`src/rtl/serial_adder.sv`:
```
// Digit-serial two's-complement adder/subtractor.
// Adds DIGIT bits per clock; result, carry and overflow appear with a done pulse.
module serial_adder #(
  parameter int WIDTH = 16,
  parameter int DIGIT = 4
) (
  input  logic             clk,
  input  logic             rst,
  input  logic             start,
  input  logic             sub,
  input  logic [WIDTH-1:0] a,
  input  logic [WIDTH-1:0] b,
  input  logic             cin,
  output logic             busy,
  output logic             done,
  output logic [WIDTH-1:0] sum,
  output logic             cout,
  output logic             ovf
);

  localparam int N  = WIDTH / DIGIT;
  localparam int CW = (N > 1) ? $clog2(N) : 1;

  typedef enum logic [1:0] {
    S_IDLE,
    S_RUN,
    S_DONE
  } state_t;

  state_t           r_state;
  state_t           w_next;

  // r_acc starts as operand A; result slices shift in at the top
  // while A slices are consumed from the bottom.
  logic [WIDTH-1:0] r_acc;
  logic [WIDTH-1:0] r_b;
  logic             r_carry;
  logic [CW-1:0]    r_cnt;
  logic [WIDTH-1:0] r_sum;
  logic             r_cout;
  logic             r_ovf;

  logic             w_load;
  logic             w_last;
  logic [DIGIT:0]   w_slice;
  logic [WIDTH-1:0] w_acc_next;
  logic             w_msb_cin;

  assign w_load = (r_state != S_RUN) && start;
  assign w_last = (r_cnt == CW'(N - 1));

  assign w_slice = {1'b0, r_acc[DIGIT-1:0]}
                 + {1'b0, r_b[DIGIT-1:0]}
                 + {{DIGIT{1'b0}}, r_carry};

  // Carry into the top bit recovered from that bit's operands and sum.
  assign w_msb_cin = r_acc[DIGIT-1] ^ r_b[DIGIT-1] ^ w_slice[DIGIT-1];

  generate
    if (DIGIT == WIDTH) begin : g_one
      assign w_acc_next = w_slice[DIGIT-1:0];
    end else begin : g_many
      assign w_acc_next = {w_slice[DIGIT-1:0], r_acc[WIDTH-1:DIGIT]};
    end
  endgenerate

  assign sum  = r_sum;
  assign cout = r_cout;
  assign ovf  = r_ovf;

  // State register.
  always_ff @(posedge clk) begin
    if (rst) r_state <= S_IDLE;
    else     r_state <= w_next;
  end

  // Next-state logic and status outputs.
  always_comb begin
    w_next = r_state;
    busy   = 1'b0;
    done   = 1'b0;
    unique case (r_state)
      S_IDLE: begin
        if (start) w_next = S_RUN;
      end
      S_RUN: begin
        busy = 1'b1;
        if (w_last) w_next = S_DONE;
      end
      S_DONE: begin
        done   = 1'b1;
        w_next = start ? S_RUN : S_IDLE;
      end
      default: w_next = S_IDLE;
    endcase
  end

  // Operand capture, per-digit add and result registration.
  always_ff @(posedge clk) begin
    if (rst) begin
      r_acc   <= '0;
      r_b     <= '0;
      r_carry <= 1'b0;
      r_cnt   <= '0;
      r_sum   <= '0;
      r_cout  <= 1'b0;
      r_ovf   <= 1'b0;
    end else if (w_load) begin
      r_acc   <= a;
      r_b     <= sub ? ~b : b;
      r_carry <= cin ^ sub;
      r_cnt   <= '0;
    end else if (r_state == S_RUN) begin
      r_acc   <= w_acc_next;
      r_b     <= r_b >> DIGIT;
      r_carry <= w_slice[DIGIT];
      r_cnt   <= r_cnt + 1'b1;
      if (w_last) begin
        r_sum  <= w_acc_next;
        r_cout <= w_slice[DIGIT];
        r_ovf  <= w_msb_cin ^ w_slice[DIGIT];
      end
    end
  end

endmodule

```
`config.mk`:
```
export PLATFORM = sky130hd
export DESIGN_NAME = serial_adder
export DESIGN_NICKNAME = d
export VERILOG_FILES = /design/src/rtl/serial_adder.sv
export SDC_FILE = /design/constraint.sdc
export NUM_CORES = 1
export LEC_CHECK = 0
export ABC_AREA = 1
export CORE_MARGIN = 2
export CORE_UTILIZATION = 40
export DETAILED_ROUTE_END_ITERATION = 8
export GPL_ROUTABILITY_DRIVEN = 0
export PLACE_DENSITY = 0.63
export SYNTH_ARGS = -nofsm -noshare
export SYNTH_HDL_FRONTEND = slang
export SYNTH_SLANG_ARGS = --single-unit
```
`constraint.sdc`:
```
create_clock -name clk -period 2.32 [get_ports clk]
set_input_delay 0.464 -clock clk [delete_from_list [all_inputs] [get_ports clk]]
set_output_delay 0.464 -clock clk [all_outputs]
set_load 0.005 [all_outputs]
```
[Word level (Yosys, flattened, before mapping)]
Cells that the tools add are included.
Operators by class
  bitwise gates (word level): 6
  reductions and logical operators: 6
  equal/unequal tests: 6
  add/sub/neg operators: 3
  mux-type cells: 13
Operator list (count)
  two-way mux 16 bit: 5
  NOT 16 bit: 1
  one-hot mux 2 bit (3 select lines): 1
  adder 4 x 4 -> 5 bit: 1
  adder 5 x 1 -> 5 bit: 1
  two-way mux 1 bit: 5
  equality test 2 bit, second input constant: 2
  two-way mux 2 bit: 2
  != test 2 bit, second input constant: 2
  XOR 1 bit: 4
  AND reduction 3 bit: 1
  adder 2 x 1 -> 2 bit, second input constant: 1
  equality test 2 x 1 -> 1 bit, second input constant: 1
  logical NOT 2 bit: 1
  != test 2 x 1 -> 1 bit, second input constant: 1
  AND reduction 2 bit: 1
  nonzero test 2 bit: 1
  OR reduction 2 bit: 1
  logical AND 1 bit: 1
  NOT 1 bit: 1
Word-level totals
  input port bits: 37
  bits in registers: 55

[Logic depth before layout (Yosys ltp)]
Gate-level depths: netlist of the first run.
  word-level depth: 4
  mapped depth: 9

[Least setup slack after synthesis of the first run]
No wires, ideal clock.
  kind: reg-to-reg
  start point: register r_acc[0]
  end point: register r_acc[13]
  required time: 2.264 ns
  cell stages (with the launch flop): 8
  setup slack: 0.650 ns
  path buffers: 0
  arrival: 1.614 ns
  cell sequence: dfxtp_1 -> fa_1 -> inv_1 -> fa_1 -> or2_1 -> o211ai_1 -> nand2_1 -> inv_1
On the way
  cells in the longest elaborated chain, start to end: 4
Ends and longest elaborated chain
  start, declared: RTL line 35  | logic [WIDTH-1:0] r_acc;
  start signal, assigned: RTL line 114  | r_acc <= w_acc_next;
  adder 4 x 4 -> 5 bit: RTL line 53  | + {1'b0, r_b[DIGIT-1:0]}
  adder 5 x 1 -> 5 bit: RTL line 54  | + {{DIGIT{1'b0}}, r_carry};
  two-way mux 16 bit: RTL line 113  | end else if (r_state == S_RUN) begin
  two-way mux 16 bit: RTL line 108  | end else if (w_load) begin
No other way between the ends. The select of a mux whose other input is x is not followed.
A chain may end at the register's enable or synchronous reset.

[Final worst setup path of the first run]
  start point: register r_state[0]
  end point: output busy
On the way
  cells in the longest elaborated chain, start to end: 2
Ends and longest elaborated chain
  start, declared: RTL line 30  | state_t r_state;
  start signal, assigned: RTL line 74  | else r_state <= w_next;
  equality test 2 x 1 -> 1 bit: RTL line 82  | unique case (r_state)
  two-way mux 1 bit: RTL line 82
  end, declared: RTL line 14  | output logic busy,
No other way between the ends.

==> flow_results.org, run 1 <==
** Run status
- Result of the run :: completed

** Timing
- Setup repair after global routing left no endpoint under its margin.
- Part of the cycle the worst path needs :: 80.99%
- In the final timing run, aggregate negative setup slack is 0 ns.
- Timing would allow up to 532.2 MHz.
- Worst-case hold slack :: 0.4716 ns
- Headroom to the max-slew limit came out at 73.50%.
- The count of final max-slew check failures is 0.
- Post-Route Skew :: 0.008440 ns
- At the pin with the least slew margin, the transition time is 0.3969 ns.
- Final min period :: 1.879 ns
- Setup violations remaining at the end of the flow were counted as 0.
- Total count of hold-check failures in the final report :: 0

** Final layout
- Fill cell instance count of the final layout :: 665
- Number of diodes :: 0
- From synthesis to final layout, the design area changed by 25.14%.
- Commonest non-fill, non-tap cell in the layout :: sky130_fd_sc_hd__nand2_1
- Share of post-route cells with drive strength above 1 :: 6.413%
- Commonest cells after routing, fill and taps aside :: 120 x sky130_fd_sc_hd__nand2_1, 56 x sky130_fd_sc_hd__clkdlybuf4s50_1, 55 x sky130_fd_sc_hd__dfxtp_1
- At the end of the flow the core is filled with cells to 51.78%.
- Register Area :: 1101 sq um
- Area of all placed cells without fillers :: 3307 sq um
- The final layout contains 463 nets.
- Area of the multi-input gates :: 1272 sq um

** Run
- Number of maximum-capacitance constraint violations :: 0

** Yosys
- Unique masters post-synth :: 27
- Synth Instances :: 369
- The synthesized design devotes to its leading area cell type 41.67% of total area.
- The average instance in the mapped netlist occupies 7.161 sq um.
- Nets in the synthesized netlist :: 412
- Yosys printed 0 warnings.
- In this run, synthesis produced a sequential element count of 55.
- In the post-synthesis netlist, the biggest area contributors are sky130_fd_sc_hd__dfxtp_1 42%, sky130_fd_sc_hd__nand2_1 17%, sky130_fd_sc_hd__nor2_1 6.0%.
- Sequential elements use 41.67% of the synthesized area.
- Most area-hungry cell type in the Yosys netlist :: sky130_fd_sc_hd__dfxtp_1
- Synthesized area :: 2643 sq um

** Power
- Peak supply drop :: 0.2344 mV
- Summed over all cells, the static leakage comes to 1.499 nW.
- Dividing total power by cell area gives a power density of 564.7 nW/um^2.

** Clock tree
- Once the clock tree was built, the setup fixing pass inserted 0 buffers.
- Deepest level of the CTS H-tree :: 2
- TritonCTS built the clock tree.
- Clock latency on the worst-skew pair :: 0.30 ns
- The clock drives 55 sinks.
- CTS Buf Count :: 5
- Clock Tree Buf Depth :: 2
- Clock root buffer :: sky130_fd_sc_hd__clkbuf_8
- CTS resizes :: 0
- Hold repair after CTS inserted 0 buffers.
- Clock-pin slew was measured on the worst setup and hold paths at 0.10 ns.

** Floorplanning
- Die boundary width :: 85.28 microns
- Measured along the y axis, the die boundary spans 85.28 microns.
- The core region is 6386 sq um.
- Number of rows created at floorplan :: 29
- For this configuration, the core starts out at a cell density of 41.38%.
- The floorplan step defined a die boundary enclosing 7273 sq um.
- Boundary pin count :: 57

** Drt
- Violation count after the first detailed-route iteration :: 103
- Wires add up to 5837 microns.
- Once detail routing completed, the nets flagged for antenna violations numbered 0.
- Detailed-router iteration count before antenna repair :: 4
- Dividing the detail-routed via count by the number of cells gives 4.643.
- Remaining DRCs :: 0
- The routed layout has 2312 vias.
- Average wire per cell in the routed design :: 11.72 microns

** Setup path
- Crit path largest cell delay :: 0.52 ns
- The largest individual stage delay along the critical path comes from the cell sky130_fd_sc_hd__clkdlybuf4s50_1.
- Data arrives at the worst endpoint at 1.41 ns.
- Cell depth of the worst flop-to-flop path :: 7
- Element type at the critical path start :: flip-flop
- Critical path capture point type :: primary output
- CP Data Required Time :: 1.86 ns
- Cells along the critical path :: inv_2, nor2_4, clkdlybuf4s50_1
- Of all nets on the critical path, the largest fanout is 3.
- Worst setup path class :: reg -> out

** Placed design
- Port Buffers :: 56
- Post-detail-place hpwl :: 4278 microns
- The placed instances occupy a cell area of 3222 sq um.

** Global route
- Global routing consumed, on the met3 layer, 2.626% of the routing resources.
- M1 GR Usage :: 22.84%
- Total gr overflow :: 0
- The number of global-route vias before repair is 2186.
- Across every metal layer, demand over resource in global routing totals 16.85%.
- Entering global routing, the biggest net connects 25 pins.
- For this run, global-route usage on met2 was measured as 27.06%.
- Global-route wire length before repair :: 9922 microns
- Most used routing layer :: met2
- Number of antenna violations at the first check in global routing :: 0

** Hold path
- Min-delay worst type :: reg -> reg
- Counting instances, the worst hold path has a depth of 2.
==> final cells by class <==
class	count	area share (%)
clock buffer	6	2.194
clock inverter	2	0.3784
inverter	37	4.200
multi-input combinational	258	38.48
sequential	55	33.30
tap	77	2.913
timing repair buffer	63	18.54
==> cell usage after synthesis (all sizes together) <==
library cell and instances:
nand3b 1, buf 18, inv 37, nand2 124, nor2 45, o21a 2, or2 1, o211ai 4
xnor2 9, dfxtp 55, nand3 30, clkbuf 1, a211oi 1, a21oi 6, o22ai 2, ha 4
nor3 5, xor2 10, fa 2, o21ai 12
==> worst max-delay path: cells and delay by family (launching register included) <==
| kind | cells | cell delay, ns |
|---|---|---|
| buf+inv | 2 | 0.60 |
| flops | 1 | 0.42 |
| simple gates | 1 | 0.10 |
==> logic make-up after synthesis <==
group	synth area share, %
AO/OA/AOI/OAI	6.060
XOR/XNOR	6.297
adder cells (fa/ha/maj)	3.409
buffers and inverters	10.18
flip-flops	41.67
AND/OR/NAND/NOR	32.39
==> per-stage QoR <==
stage	power (mW)	instances	setup WS (ns)
after CTS	1.883	498	0.4139
after global routing	1.970	498	0.3792
final	1.867	498	0.4410
after detailed placement	1.372	490	0.3853
after global placement	1.367	490	0.4051
after floorplan	1.253	369	0.6497
==> layer usage <==
metal | up-vias | wire length (microns)
met5 | - | 0
met2 | 57 | 2579
li1 | 1233 | -
met1 | 1013 | 2893
met4 | 0 | 112
met3 | 9 | 252
==> flip-flops by register name, summed over array words and instances, names as in the netlist <==
name and count:
cout 1, ovf 1, r_acc 16, r_b 16, r_carry 1, r_cnt 2
r_state 2, sum 16
==> report_power, final <==
part	leakage, nW	internal (mW)	switching [mW]
Clock	0.0412	0.212	0.307
Sequential	0.449	0.992	0.0327
Combinational	1.01	0.150	0.173
Total	1.50	1.35	0.513
==> final timing paths <==
kind                                 from  slack, ns                      to
setup reg to reg    r_acc[0]$_SDFFE_PP0P_       0.53  r_acc[13]$_SDFFE_PP0P_
hold reg to reg    r_acc[11]$_SDFFE_PP0P_       0.47     sum[7]$_SDFFE_PP0P_
setup / recovery  r_state[0]$_SDFFE_PP0P_       0.44                    busy
hold / removal     r_acc[11]$_SDFFE_PP0P_       0.47     sum[7]$_SDFFE_PP0P_
Note: power is estimated with default switching activity, not from simulation.
==> inputs of run 2 (changes only) <==
==> constraint.sdc (replaced) <==
create_clock -name clk -period 1.75 [get_ports clk]
set_input_delay 0.35 -clock clk [delete_from_list [all_inputs] [get_ports clk]]
set_output_delay 0.35 -clock clk [all_outputs]
set_load 0.005 [all_outputs]
==> flow_results.org, run 2 (synthesis gave the netlist of run 1 again) <==
** Run status
- The flow ran to the end, and the final reports show no timing, DRC or antenna violations.

** Power
- The total leakage power was 1.563 nW (+4.3%).
- Pwr Density :: 744.5 nW/um^2 (+32%)
- Tot Pwr :: 2.525 mW (+35%)
- Peak supply drop :: 0.3465 mV (+48%)

** Timing
- Derived from the worst setup path, the maximum achievable clock frequency is 589.8 MHz.
- Total of endpoints with negative setup slack in the final report :: 0 (unchanged)
- Dividing the final minimum period by the clock period gives 96.89%.
- Total count of hold-check failures in the final report :: 0 (unchanged)
- Max-slew violation count :: 0 (unchanged)
- The worst setup skew after layout came to 0.02004 ns (+0.01160 ns).
- Relative max-transition margin :: 80.43% (+6.9 points)
- Final min period :: 1.696 ns
- The measured slew at the worst slew-check pin is 0.2926 ns (-0.1044 ns).
- Setup repair after global routing missed its margin :: true
- Minimum setup slack in the final design :: 0.05444 ns (-0.3866 ns)

** Drt
- The detail-routed net length per standard cell is 11.65 microns (-0.59%).
- Detailed-router iteration count before antenna repair :: 4 (unchanged)
- The overall via count from detail_route was 2342 (+1.3%).
- Violation count after the first detailed-route iteration :: 141 (+37%)
- Ratio of routed vias to standard cells :: 4.638 (-0.11%)
- The overall routed net length came to 5884 microns (+0.81%).
- Final ANT Viol Nets :: 0 (unchanged)
- Remaining DRCs :: 0 (unchanged)

** Clock tree
- Clock tree sinks :: 55 (unchanged)
- CTS tree :: done
- In this run the clock root is driven by a sky130_fd_sc_hd__clkbuf_8.
- Clock Tree Buf Depth :: 2 (unchanged)
- CTS Buf Count :: 5 (unchanged)
- Deepest level of the CTS H-tree :: 2 (unchanged)
- Clock latency on the worst-skew pair :: 0.32 ns (+0.02 ns)
- Clock slew at the register clock pins of the worst setup and hold paths :: 0.11 ns (about the same)
- The post-CTS setup buffer count is 0 (unchanged).

** Final layout
- From synthesis to final layout, the design area changed by 28.31%.
- The number of antenna diodes came to 0 (unchanged).
- Final standard cell utilization of the core :: 53.10% (+1.3 points)
- The final-stage net count is 470 (+1.5%).
- Commonest cells after routing, fill and taps aside :: 120 x sky130_fd_sc_hd__nand2_1, 55 x sky130_fd_sc_hd__clkdlybuf4s50_1, 51 x sky130_fd_sc_hd__dfxtp_1
- The fraction of final layout cells with drive strength greater than 1 was 9.579% (+3.2 points).
- Final non-filler cell total :: 505 (+1.4%)
- Area of all placed cells without fillers :: 3391 sq um (+2.5%)
- Commonest non-fill, non-tap cell in the layout :: sky130_fd_sc_hd__nand2_1

** Floorplanning
- The number of rows in the core area was 29 (unchanged).
- Placeable Area :: 6386 sq um (unchanged)
- Die area :: 7273 sq um (unchanged)
- The number of I/O pins came to 57 (unchanged).
- The starting density of the core was 41.38% (unchanged).
- Die boundary width :: 85.28 microns (unchanged)
- The die boundary height is 85.28 microns (unchanged).

** Setup path
- The delay of the slowest critical-path stage was 0.51 ns (about the same).
- The largest fanout on the critical path was 3 (unchanged).
- Element type at the critical path start :: flip-flop
- Critical path arrival :: 1.35 ns (-0.06 ns)
- By startpoint and endpoint, the worst setup path is classified as reg -> out.
- Critical Path Slowest Stage Cell :: sky130_fd_sc_hd__clkdlybuf4s50_1
- CP Data Required Time :: 1.40 ns (-0.46 ns)
- STA classifies the critical path endpoint as a primary output.
- Traced cell by cell, the critical path runs through inv_2, nor2_4, clkdlybuf4s50_1.

** Placed design
- The post-placement cell area came to 3287 sq um (+2.0%).
- Port Buffers :: 56 (unchanged)
- Total placed cells including tap cells :: 497 (+1.4%)
- Post-detail-place hpwl :: 4423 microns (+3.4%)
- The placement-stage worst setup slack is -0.02321 ns (-0.4085 ns).

** Global route
- The remaining global-route overflow came to 0 (unchanged).
- The wire length of the first global-routing pass is 9963 microns (+0.41%).
- Pin count of the biggest net entering global routing :: 25 (unchanged)
- The number of global-route vias before repair came to 2149 (-1.7%).
- Number of antenna violations at the first check in global routing :: 0 (unchanged)
- The global-route usage over all layers is 17.14% (+0.29 points).

** Hold path
- Min-delay worst type :: reg -> reg

** Run
- The number of max-cap violations is 0 (unchanged).
[run 2: cell types whose count changed in the layout (fill, tap and decap cells not counted), sizes merged]
cell	delta
dlymetal6s2s	+1
clkdlybuf4s50	-1
clkinvlp	-1
inv	+1
buf	+7
clkinv	+1
clkbuf	-1
[run 2: path summary, 6_finish.rpt]
check                                        startpoint                      to  slack, ns  depth (start not counted)
worst max-delay path            r_state[0]$_SDFFE_PP0P_                    busy       0.05                          3
worst min-delay path             r_acc[10]$_SDFFE_PP0P_     sum[6]$_SDFFE_PP0P_       0.46                          2
worst max register to register     r_carry$_SDFFE_PP0P_  r_acc[13]$_SDFFE_PP0P_       0.07                          7
worst min register to register   r_acc[10]$_SDFFE_PP0P_     sum[6]$_SDFFE_PP0P_       0.46                          2
[run 2: layout make-up]
| class | instances | area (sq um) |
|---|---|---|
| sequential | 55 | 1109 |
| multi-input combinational | 258 | 1275 |
| clock inverter | 3 | 22.52 |
| timing repair buffer | 70 | 680.7 |
| clock buffer | 5 | 68.82 |
| tap | 77 | 96.34 |
| inverter | 37 | 138.9 |
| fill | 661 | 2995 |
[run 2: stage by stage]
stage / TNS (ns) / hold WS, ns
after detailed placement: -0.02321 / 0.4513
after global routing: -0.01312 / 0.4909
final: 0 / 0.4614
after CTS: 0 / 0.4697
after floorplan: 0 / 0.4351
after global placement: 0 / 0.4515
[run 2: repair_timing]
item,4_1_cts,5_1_grt
hold buffers,0,0
pin swaps,0,4
resized for setup,3,5
hold endpoints to repair,0,0
setup endpoints to repair,3,3
[run 2: power by group]
| group | internal (mW) | total [mW] | leakage [nW] | switching [mW] |
|---|---|---|---|---|
| registers | 1.32 | 1.36 | 0.451 | 0.0435 |
| logic | 0.218 | 0.449 | 1.06 | 0.231 |
| clock network | 0.288 | 0.717 | 0.0485 | 0.429 |
[run 2: routing by layer]
layer  track usage (%)  vias up  wire (microns)
met3             2.918        5             281
met5                 0        -               0
met1             23.86     1043            2855
met2             26.92       50            2664
li1                  -     1244               -
met4             5.772        0              82
[run 2: worst max-delay path: cells and delay by family (launching register included)]
kind	cells	cell delay, ns
DFF	1	0.38
buffers and inverters	2	0.56
and+or+nand+nor	1	0.09
